**src/rtl/fsm_rd_param_s.sv**
```systemverilog
// fsm_rd_param_s: table-driven Moore machine with twin ("dup") states.
// A writable next-state table (NT) selects the successor of each state per
// input value, and a writable output table (OT) supplies rtext for every
// {state, dup} pair. A self-loop toggles dup instead of changing state.
// An out-of-range successor latches a sticky err and forces rtext to ones.
// Optional build macro: SFSM_PARITY_EN adds a parity bit over {state, dup}.
module fsm_rd_param_s #(
  parameter int IN_W  = 2,
  parameter int OUT_W = 8,
  parameter int NST   = 20,
  parameter int SW    = 5
) (
  input  logic                 CLK,
  input  logic                 RST,
  input  logic                 en,
  input  logic [IN_W-1:0]      ptext,
  input  logic                 cfg_we,
  input  logic                 cfg_sel,
  input  logic [SW+IN_W-1:0]   cfg_addr,
  input  logic [OUT_W-1:0]     cfg_data,
  output logic [OUT_W-1:0]     rtext,
  output logic [SW-1:0]        state_o,
  output logic                 dup_o,
  output logic                 err
);

  localparam int NT_N = NST * (2 ** IN_W);
  localparam int OT_N = NST * 2;
  // One extra bit so that NST == 2^SW is still representable.
  localparam logic [SW:0] NST_V = NST[SW:0];

  logic [SW-1:0]    nt_q [NT_N];
  logic [SW-1:0]    nt_d [NT_N];
  logic [OUT_W-1:0] ot_q [OT_N];
  logic [OUT_W-1:0] ot_d [OT_N];

  logic [SW-1:0] state_q, state_d;
  logic          dup_q, dup_d;
  logic          err_q, err_d;

  logic [SW-1:0] nxt;
  logic          nxt_bad;
  logic [SW-1:0] nt_wr_state;
  logic [SW-1:0] ot_wr_state;

`ifdef SFSM_PARITY_EN
  logic par_q, par_d;
`endif

  // Table writes; entries whose state field is out of range are dropped.
  always_comb begin
    nt_d        = nt_q;
    ot_d        = ot_q;
    nt_wr_state = cfg_addr[SW+IN_W-1:IN_W];
    ot_wr_state = cfg_addr[SW:1];
    if (cfg_we) begin
      if (!cfg_sel) begin
        if ({1'b0, nt_wr_state} < NST_V) begin
          nt_d[cfg_addr] = cfg_data[SW-1:0];
        end
      end else begin
        if ({1'b0, ot_wr_state} < NST_V) begin
          ot_d[cfg_addr[SW:0]] = cfg_data;
        end
      end
    end
  end

  // Transition logic; reads the registered (pre-write) next-state table.
  always_comb begin
    nxt     = nt_q[{state_q, ptext}];
    nxt_bad = ({1'b0, nxt} >= NST_V);
    state_d = state_q;
    dup_d   = dup_q;
    err_d   = err_q;
    if (en && !err_q) begin
      if (nxt_bad) begin
        err_d = 1'b1;
      end else if (nxt == state_q) begin
        dup_d = ~dup_q;
      end else begin
        state_d = nxt;
        dup_d   = 1'b0;
      end
    end
`ifdef SFSM_PARITY_EN
    // Parity always tracks the value being loaded, so it follows every update.
    par_d = ^{state_d, dup_d};
    if ((^{state_q, dup_q}) != par_q) begin
      err_d = 1'b1;
    end
`endif
  end

  // State, flag and table registers with asynchronous clear.
  always_ff @(posedge CLK or posedge RST) begin
    if (RST) begin
      state_q <= '0;
      dup_q   <= 1'b0;
      err_q   <= 1'b0;
      for (int unsigned i = 0; i < NT_N; i++) nt_q[i] <= '0;
      for (int unsigned j = 0; j < OT_N; j++) ot_q[j] <= '0;
    end else begin
      state_q <= state_d;
      dup_q   <= dup_d;
      err_q   <= err_d;
      for (int unsigned i = 0; i < NT_N; i++) nt_q[i] <= nt_d[i];
      for (int unsigned j = 0; j < OT_N; j++) ot_q[j] <= ot_d[j];
    end
  end

`ifdef SFSM_PARITY_EN
  // Parity register; {0, 0} has even parity so it clears to 0.
  always_ff @(posedge CLK or posedge RST) begin
    if (RST) par_q <= 1'b0;
    else     par_q <= par_d;
  end
`endif

  // Moore output straight from the registered state, masked by the fault.
  always_comb begin
    rtext = err_q ? '1 : ot_q[{state_q, dup_q}];
  end

  assign state_o = state_q;
  assign dup_o   = dup_q;
  assign err     = err_q;

endmodule

```
**config.mk**
```make
export PLATFORM = sky130hd
export DESIGN_NAME = fsm_rd_param_s
export DESIGN_NICKNAME = d
export VERILOG_FILES = /design/src/rtl/fsm_rd_param_s.sv
export SDC_FILE = /design/constraint.sdc
export NUM_CORES = 1
export LEC_CHECK = 0
export BUFFER_PORTS_ARGS = -buffer_cell sky130_fd_sc_hd__buf_4
export CAP_MARGIN = 20
export CORE_MARGIN = 5
export CORE_UTILIZATION = 57
export DETAILED_ROUTE_END_ITERATION = 6
export PLACE_DENSITY_LB_ADDON = 0.08
export SETUP_SLACK_MARGIN = 0.3
export SLEW_MARGIN = 20
export SYNTH_ARGS = -nofsm -noshare
export SYNTH_HDL_FRONTEND = slang
export SYNTH_SLANG_ARGS = --single-unit
```
**constraint.sdc**
```tcl
create_clock -name CLK -period 22.7 [get_ports CLK]
set_clock_uncertainty 0.1 [all_clocks]
set_input_delay 1.135 -clock CLK [delete_from_list [all_inputs] [get_ports CLK]]
set_output_delay 1.135 -clock CLK [all_outputs]
set_load 0.05 [all_outputs]
```
Yosys cells after proc, flatten, opt, wreduce, memory -nomap -nowiden
Cells that the tools add are included.
{"block": "totals", "register_bits": 727, "in_bits": 22}
{"block": "classes", "order_cmp": 9, "eq_ne": 1, "mux": 14, "n_bitwise": 8, "reduce_logical": 9}
{"operator": "400-bit bitwise mux", "count": 1}
{"operator": "320-bit bitwise mux", "count": 1}
{"operator": "8-bit binary-select mux with 6-bit select", "count": 1}
{"operator": "8-bit demux with 6-bit select", "count": 1}
{"operator": "5-bit binary-select mux with 7-bit select", "count": 1}
{"operator": "5-bit demux with 7-bit select", "count": 1}
{"operator": "8-bit two-way mux", "count": 4}
{"operator": "8-bit greater-or-equal comparator, second input constant", "count": 2}
{"operator": "7-bit NOT with 8-bit output", "count": 2}
{"operator": "5-bit two-way mux", "count": 3}
{"operator": "7-bit greater-or-equal comparator, second input constant", "count": 2}
{"operator": "6-bit NOT with 7-bit output", "count": 2}
{"operator": "5-bit < comparator, second input constant", "count": 2}
{"operator": "3-bit AND reduction", "count": 3}
{"operator": "8-bit by 1-bit < comparator with 1-bit output, second input constant", "count": 1}
{"operator": "7-bit by 1-bit < comparator with 1-bit output, second input constant", "count": 1}
{"operator": "5-bit == test", "count": 1}
{"operator": "5-bit greater-or-equal comparator, second input constant", "count": 1}
{"operator": "1-bit NOT", "count": 4}
{"operator": "2-bit AND reduction", "count": 2}
{"operator": "1-bit logical AND", "count": 3}
{"operator": "1-bit zero test", "count": 1}
{"operator": "1-bit two-way mux", "count": 1}

Depth between registers and ports, before layout
Gate-level depths: netlist of run 1.
{"block": "depth", "depth_word": 7, "mapped_depth": 12, "depth_no_buf": 8}

Least setup slack after synthesis of run 1
Ideal clock, no wire load.
{"block": "synth_path", "kind": "register to output", "startpoint": "register dup_q, in the netlist dup_o", "endpoint": "output rtext[1]", "arrival_time_ps": 3597, "setup_slack_ps": 17868, "stages_incl_launch_ff": 8, "cell_sequence": "dfrtp_1 clkbuf_1 buf_1 buf_1 mux4_2 mux4_2 mux2i_1 o21ai_0"}
{"block": "synth_via", "elab_chain_len": 5}
{"item": "from (decl)", "line": "38", "source": "logic dup_q, dup_d;"}
{"item": "from (signal assigned)", "line": "105", "source": "dup_q <= dup_d;"}
{"item": "6-bit NOT with 7-bit output (implied by the code)", "line": "122", "source": "rtext = err_q ? '1 : ot_q[{state_q, dup_q}];"}
{"item": "8-bit binary-select mux with 6-bit select", "line": "122"}
{"item": "8-bit two-way mux (implied by the code) (2 in a row)", "line": "122"}
{"item": "8-bit two-way mux", "line": "122"}
{"item": "to (decl)", "line": "21", "source": "output logic [OUT_W-1:0] rtext,"}
No other way between the ends. The select of a mux whose other input is x is not followed.

Final worst setup path of run 1
{"block": "layout_path", "startpoint": "input ptext[1]", "endpoint": "register state_q[4], in the netlist state_o[4]"}
{"block": "layout_via", "elab_chain_len": 7, "word_cells_on_any_way": 9}
{"item": "from (decl)", "line": "16", "source": "input logic [IN_W-1:0] ptext,"}
{"item": "7-bit NOT with 8-bit output (implied by the code) (*)", "line": "71", "source": "nxt = nt_q[{state_q, ptext}];"}
{"item": "5-bit binary-select mux with 7-bit select (*)", "line": "71"}
{"item": "5-bit two-way mux (implied by the code) (*) (2 in a row)", "line": "71"}
{"item": "5-bit greater-or-equal comparator or 5-bit == test (tied branches)", "line": "72, 79"}
{"item": "1-bit NOT (no source line)"}
{"item": "3-bit AND reduction (no source line)"}
{"item": "to (signal assigned)", "line": "104", "source": "state_q <= state_d;"}
{"item": "to (decl)", "line": "37", "source": "logic [SW-1:0] state_q, state_d;"}
Every way passes the cells marked *; elsewhere a longest branch is shown, timed or not. The select of a mux whose other input is x is not followed.
A chain may end at the register's enable or synchronous reset.

==> impl_metrics.csv, run 1 <==
group,metric,value,unit
floorplanning,num_io_pins,37,
cts,cts_tree,"built",
synth,syn_inst,2243,
grt,grt_antenna_before_repair,0,
sta,setup_violations,0,
critical_path,cp_max_fo,61,
cts,h-tree-depth,3,
layout,drive_above_1_share,47.27,%
route,drt_iter0_drc,1315,
route,drc,0,
critical_path,worstPathRequired,23100,ps
pwr,total_power,3.272,mW
hold_path,hold_path_class,"reg2reg",
synth,synth_seq_cells,727,
synth,syn-num-nets,2265,
synth,syn_area_per_cell,15.03,sq um
synth,synth_warnings,0,
pwr,power_density,88.09,nW/um^2
route,postRouteAntennaNets,0,
synth,synth_ff_type,"dfrtp_1",
placed_design,placed_area,34400,sq um
layout,antenna_cells,0,
cts,cts.clk_slew.worst_paths,60,ps
route,top_layer,"met4",
sta,whs,397.6,ps
route,wl_per_cell,26.92,um
cts,clock_sinks,727,
sta,finalCritPeriodShare,22.73,%
placed_design,io_buffer_count,36,
layout,fin_area,37140,sq um
route,vias_per_cell,6.343,
floorplanning,die_y,253.2,um
grt,grt.total_usage,26.29,%
critical_path,start_kind,"input port",
placed_design,dpl.hpwl,51920,um
grt,grt_pass1_wl,129300,um
synth,syn_area,33710,sq um
outcome,outcome,"finished clean",
critical_path,cp.arrival,5560,ps
route,wl_met3,3626,um
route,drt_pass1_iterations,5,
floorplanning,die_x,253.2,um
route,drt_wl_total,82480,um
layout,syn2layout_area_growth,10.19,%
grt,grt_overflow,0,
layout,fin_nets,2252,
critical_path,end_kind,"flip-flop",
route,drt-met1-wl,35750,um
synth,yosysUniqueCellTypes,51,
pwr,vdd_drop_max,0.0001008,V
sta,rsz0062_at_grt,"false",
pwr,p_leak,17.89,nW
sta,min_period,5159,ps
grt,grt_max_degree,190,
cts,cts_resized,0,
synth,synth_seq_area_share,53.97,%
cts,postCtsHoldBufs,0,
sta,maxSlewViolCount,0,
floorplanning,die_area,64100,sq um
route,wl_met2,40310,um
sta,tns,0,ps
sta,tightestPinTransition,1096,ps
floorplanning,start_util,57.33,%
floorplanning,fp.coreArea,58800,sq um
synth,synthArstFlopShare,100.0,%
cts,cts-buffers-inserted,78,
cts,root_buffer,"clkbuf_16",
cts,cts_max_path_buffers,3,
critical_path,path_class,"in2reg",
route,vias,19436,
flow_run,drv_cap,0,
layout,mostFrequentLayoutCell,"dfrtp_1",
sta,fmax,0.1938,GHz
grt,grt_pass1_vias,20686,
cts,post-cts-setup-buffer-count,0,
placed_design,finalWeightedCongestion,0.8220,
floorplanning,rows,89,
sta,hold_viol,0,
sta,max-slew-margin-rel,26.84,%
cts,insertion_delay,620,ps
synth,synth-edff-count,0,
layout,final_cell_mix,"dfrtp_1, mux2_2, nand2_1, mux4_2, mux2i_1",
sequential cells by signal, indices dropped and copies added, names as in the netlist:
name / flops
dup_o: 1
nt_q: 400
err: 1
state_o: 5
ot_q: 320
area by class of cell:
type / instances / area, sq um
clock buffers: 116 / 2307
clock inverters: 25 / 375.4
fillers: 4278 / 21650
inverters: 5 / 26.28
multi-input cells: 1355 / 14740
flip-flops and latches: 727 / 18200
well taps: 773 / 967.2
repair buffers: 63 / 524.3
where the power goes:
part	internal, mW	switching [mW]
logic	0.212	0.303
registers	1.37	0.0592
clock network	0.806	0.522
total	2.39	0.883
cells in the mapped netlist (all sizes together) (4+ instances only):
cell type,number,share of area (%)
or2,4,0.074
nand3b,6,0.13
o22ai,5,0.11
a21oi,25,0.37
nor3,11,0.16
a41oi,5,0.13
dfrtp,727,54
nor2,59,0.66
clkbuf,111,1.4
inv,5,0.056
nand3,17,0.25
buf,43,0.84
mux4,161,11
mux2,725,24
a22oi,33,0.73
and2,5,0.093
nor4,5,0.16
o21ai,16,0.24
nand2,144,1.6
nand2b,6,0.11
mux2i,99,2.9
kinds of logic after synthesis:
| family | count (synthesis) | share of synthesized area, % |
|---|---|---|
| compound gates | 99 | 1.978 |
| buf+inv | 161 | 2.405 |
| flops | 727 | 53.97 |
| mux | 985 | 38.12 |
| simple gates | 271 | 3.534 |
layer usage:
layer  track usage, %  vias to the layer above
met2            42.61                      472
met3            4.427                      162
met1            37.01                    10516
met4            8.329                        0
li1                 -                     8286
met5                0                        -
path summary, 6_finish.rpt:
check,from,endpoint,slack [ps],cells after the start
worst max-delay path,ptext[1],state_o[4],17540,11
worst min-delay path,nt_q[352],nt_q[352],400,1
worst max register to register,state_o[0],state_o[4],18680,9
worst min register to register,nt_q[352],nt_q[352],400,1
max in group asynchronous,RST,nt_q[261],19840,4
min in group asynchronous,RST,ot_q[299],590,2
through the flow:
| stage | std cells | worst slack, ps | utilization (%) |
|---|---|---|---|
| 3_5_place_dp | 2921 | 16960 | 58.51 |
| 3_3_place_gp | 2921 | 17030 | 58.51 |
| 4_1_cts | 3062 | 17560 | 63.07 |
| 2_1_floorplan | 2243 | 1069 | - |
| 5_1_grt | 3064 | 17330 | 63.17 |
| 6_report | 3064 | 17540 | 63.17 |
critical path: stages:
cell	delay (ps)
buf_6	260
buf_4	820
buf_4	890
mux4_2	410
mux4_2	530
o22ai_2	170
a311oi_1	100
nor3_1	400
a22o_2	230
o2111a_2	220
mux2_4	300
No activity file was read; power rests on OpenSTA's default activity.
==> run 2: changes to the inputs <==
==> constraint.sdc (replaced) <==
create_clock -name CLK -period 4.4 [get_ports CLK]
set_clock_uncertainty 0.1 [all_clocks]
set_input_delay 0.22 -clock CLK [delete_from_list [all_inputs] [get_ports CLK]]
set_output_delay 0.22 -clock CLK [all_outputs]
set_load 0.05 [all_outputs]
==> run 2 against run 1 <==
Sequential share of layout area shrank 0.22 points. Die area is the same. Core utilization grew 0.28 points. Critical path type is now reg2out.
==> impl_metrics.csv, run 2 (synthesis results as in run 1) <==
group,metric,value,unit
placed_design,finalWeightedCongestion,0.8785,
layout,largest_reg_flops,400,
sta,tightestPinTransition,1113,ps
cts,root_buffer,"clkbuf_16",
critical_path,r2r_cells,9,
cts,cts-buffers-inserted,78,
sta,fmax,0.2578,GHz
critical_path,path_class,"reg2out",
floorplanning,start_util,57.33,%
hold_path,min_path_cells,2,
hold_path,holdCritStartpoint,"cfg_data[5]",
critical_path,worstPathRequired,4080,ps
layout,largest_register,"nt_q",
grt,grt_antenna_before_repair,0,
critical_path,start_kind,"flip-flop",
hold_path,min_to,"ot_q[69]",
outcome,outcome,"finished clean",
hold_path,hold_path_class,"in2reg",
pwr,total_power,16.63,mW
layout,final_cell_mix,"dfrtp_1, mux2_2, nand2_1, mux4_2, mux2i_1",
grt,grt_pass1_wl,129500,um
layout,antenna_cells,0,
route,drt_pass1_iterations,5,
route,wl_per_cell,26.67,um
flow_run,drv_cap,0,
critical_path,r2r_end,"state_o[4]",
route,drt_wl_total,82400,um
grt,grt_max_degree,159,
cts,cts_max_path_buffers,3,
route,vias_per_cell,6.306,
layout,fill_cells,4311,
cts,insertion_delay,620,ps
route,drc,0,
sta,finalCritPeriodShare,88.15,%
critical_path,crit-reg2reg-launch,"state_o[1]",
sta,min_period,3879,ps
route,vias,19487,
placed_design,dpl.hpwl,53240,um
sta,rsz0062_at_grt,"false",
floorplanning,die_x,253.2,um
critical_path,cp_max_fo,25,
layout,drive_above_1_share,47.48,%
critical_path,cp.arrival,3560,ps
placed_design,io_buffer_count,36,
floorplanning,num_io_pins,37,
cts,cts_tree,"built",
sta,hold_viol,0,
pwr,power_density,445.7,nW/um^2
cts,h-tree-depth,3,
critical_path,end_kind,"primary output",
pwr,vdd_drop_max,0.0005380,V
critical_path,r2r_slack,1090,ps
floorplanning,die_area,64100,sq um
route,postRouteAntennaNets,0,
layout,syn2layout_area_growth,10.67,%
sta,maxSlewViolCount,0,
layout,mostFrequentLayoutCell,"dfrtp_1",
cts,cts.clk_slew.worst_paths,60,ps
grt,grt_overflow,0,
sta,setup_violations,0,
floorplanning,rows,89,
grt,grt.total_usage,26.33,%
floorplanning,die_y,253.2,um
floorplanning,fp.coreArea,58800,sq um
sta,max-slew-margin-rel,25.78,%
cts,clock_sinks,727,
placed_design,placed_cells,2950,
grt,grt_pass1_vias,20706,
layout,fin_area,37310,sq um
pwr,p_leak,18.00,nW
layout,post-route-util,63.45,%
route,drt_iter0_drc,1129,
placed_design,placed_area,34710,sq um
layout,final_cells,3090,
layout,fin_nets,2281,
-- run 2: cell types whose count changed in the layout (fill, tap and decap cells not counted), moves of 2 or more --
cell           previous run  this run
clkinvlp_4                1         3
dlygate4sd3_1             0         2
buf_12                    1        10
nor2_2                    9         1
nor2_1                   50        58
bufinv_16                 9         4
buf_6                     5         2
buf_4                    56        78
-- run 2: worst max-delay path by stage --
stage                          start    endpoint  slack, ps
after global routing      state_o[1]    rtext[0]        360
after global placement      ptext[1]  state_o[4]        940
final                     state_o[0]    rtext[0]        520
after CTS                 state_o[0]    rtext[0]        370
after detailed placement    ptext[0]  state_o[4]        860
after floorplan                  RST       dup_o      -5880
-- run 2: power breakdown --
part / switching, mW / total (mW) / internal, mW
clock network: 2.65 / 6.56 / 3.91
logic: 1.55 / 2.69 / 1.14
registers: 0.298 / 7.37 / 7.07
-- run 2: area by class of cell --
class	count	area [sq um]	area share (%)
Sequential cell	727	18200	48.78
Multi-Input combinational cell	1355	14720	39.47
Clock buffer	118	2346	6.288
Tap cell	773	967.2	2.592
Timing Repair Buffer	92	828.3	2.220
Clock inverter	20	220.2	0.5902
Inverter	5	22.52	0.06037
-- run 2: stage by stage --
stage	hold WS (ps)	setup TNS, ps	setup slack [ps]
global route	81.65	0	363.8
global placement	255.7	0	940.0
CTS	55.95	0	372.2
floorplan	236.4	-4274500	-5880
finish	96.15	0	521.3
detailed placement	251.6	0	864.0
-- run 2: timing repair --
action                                 CTS  global route
hold buffers                             2             0
buffers inserted                         0             0
gates resized for setup                  0             1
setup endpoints to repair                0             2
endpoints found under the hold margin   18             0
-- run 2: worst max-delay path, cell delays in order (launching register included) --
cell	delay, ps
dfrtp_4	700
buf_6	350
buf_4	370
mux4_2	380
mux4_2	500
mux2i_1	140
o21ai_0	190
buf_4	280
-- run 2: layer usage --
metal  share of wire [%]  vias to the layer above  track usage [%]
met5                   0                        -                0
met4                 3.4                        0            8.407
met3                 4.6                      155            4.540
met2                  49                      487            42.24
met1                  43                    10480            37.36
li1                    -                     8365                -
==> run 3: changes to the inputs <==
--- a/config.mk
+++ b/config.mk
@@ -7,6 +7,7 @@
 export LEC_CHECK = 0
 export BUFFER_PORTS_ARGS = -buffer_cell sky130_fd_sc_hd__buf_4
 export CAP_MARGIN = 20
+export CORE_ASPECT_RATIO = 0.9
 export CORE_MARGIN = 5
 export CORE_UTILIZATION = 57
 export DETAILED_ROUTE_END_ITERATION = 6
==> run 3 against run 2 <==
Routed wire length rose by 3.4%. Maximum frequency fell by 1.7%. Critical path depth did not move. Non-clock buffer count fell by 4. Sequential cell count did not move. Design area barely moved. Die area barely moved. Hold slack improved by 24 ps. Via count rose by 2.9%. Combinational power barely moved. First-iteration DRC count rose by 53%. Largest power group unchanged.
==> impl_metrics.csv, run 3 (synthesis results as in run 1) <==
group,metric,value,unit
layout,post-route-util,63.68,%
sta,max-slew-margin-rel,27.42,%
sta,rsz0062_at_grt,"false",
placed_design,io_buffer_count,36,
route,vias_per_cell,6.499,
pwr,power_density,447.5,nW/um^2
route,postRouteAntennaNets,0,
cts,h-tree-depth,3,
sta,tns,0,ps
critical_path,end_kind,"primary output",
layout,mostFrequentLayoutCell,"dfrtp_1",
floorplanning,die_x,266.3,um
layout,largest_reg_flops,400,
placed_design,finalWeightedCongestion,0.9035,
grt,grt_pass1_vias,20524,
route,drt_iter0_drc,1728,
layout,final_cell_mix,"dfrtp_1, mux2_2, nand2_1, mux4_2, mux2i_1",
critical_path,r2r_slack,850,ps
placed_design,placed_area,34670,sq um
sta,fmax,0.2535,GHz
outcome,outcome,"finished clean",
cts,postCtsHoldBufs,2,
layout,largest_register,"nt_q",
sta,finalCritPeriodShare,89.64,%
critical_path,cp.arrival,3620,ps
sta,setup_violations,0,
floorplanning,fp.coreArea,58540,sq um
critical_path,start_kind,"flip-flop",
layout,drive_above_1_share,47.36,%
placed_design,post-place-ws,643.0,ps
floorplanning,start_util,57.58,%
cts,cts_tree,"built",
layout,fin_area,37280,sq um
floorplanning,rows,84,
sta,maxSlewViolCount,0,
route,wl_per_cell,27.62,um
route,drt_pass1_iterations,6,
sta,whs,120.5,ps
floorplanning,num_io_pins,37,
pwr,p_leak,17.99,nW
critical_path,worstPathRequired,4080,ps
cts,cts_max_path_buffers,3,
cts,cts-buffers-inserted,78,
route,drt_wl_total,85170,um
cts,insertion_delay,620,ps
cts,cts.clk_slew.worst_paths,60,ps
grt,grt_max_degree,167,
grt,grt_overflow,0,
layout,fin_nets,2277,
layout,syn2layout_area_growth,10.58,%
cts,root_buffer,"clkbuf_16",
grt,grt_antenna_before_repair,0,
critical_path,path_class,"reg2out",
floorplanning,die_y,240.7,um
sta,hold_viol,0,
hold_path,hold_path_class,"in2reg",
sta,min_period,3944,ps
route,drc,0,
grt,grt_pass1_wl,131200,um
critical_path,cp_max_fo,78,
placed_design,dpl.hpwl,55260,um
layout,antenna_cells,0,
route,vias,20044,
grt,grt.total_usage,26.88,%
cts,cts_resized,0,
flow_run,drv_cap,0,
cts,clock_sinks,727,
floorplanning,die_area,64110,sq um
sta,setup_ws,455.9,ps
cts,post-cts-setup-buffer-count,0,
sta,tightestPinTransition,1085,ps
pwr,vdd_drop_max,0.0003154,V
[run 3: report_power, final]
group,internal (mW),total [mW],switching (mW)
logic,1.13,2.70,1.57
clock network,3.94,6.61,2.67
registers,7.07,7.37,0.300
total,12.1,16.7,4.54
[run 3: worst paths after layout]
path                                  start    endpoint  cells after the start
worst max-delay path             state_o[0]    rtext[4]                      7
worst min-delay path            cfg_data[6]   ot_q[302]                      2
worst max register to register   state_o[1]  state_o[4]                      9
worst min register to register    nt_q[172]   nt_q[172]                      1
max in group asynchronous               RST   nt_q[303]                      4
min in group asynchronous               RST   nt_q[329]                      3
[run 3: per-stage QoR]
step,instances,power (mW)
final,3084,16.68
after global routing,3084,17.28
after CTS,3083,16.78
after detailed placement,2946,10.17
after global placement,2946,10.10
after floorplan,2243,9.372
[run 3: final cells by class]
type / count / area (sq um)
multi-input cells: 1355 / 14720
repair buffers: 88 / 792.0
well taps: 774 / 968.4
clock inverters: 20 / 251.5
clock buffers: 115 / 2323
flip-flops and latches: 727 / 18200
fillers: 4198 / 21260
inverters: 5 / 22.52
[run 3: metal layers]
metal	wire length [um]	track usage [%]
met1	40000	41.88
met2	38730	40.04
met3	4716	5.178
met4	1721	5.974
met5	0	0
[run 3: worst max-delay path, stage by stage, from the launching register on]
cell and delay, ps:
dfrtp_4 610, buf_12 510, buf_4 430, mux4_2 370
mux4_2 480, mux2i_1 130, o21ai_0 170, buf_4 260
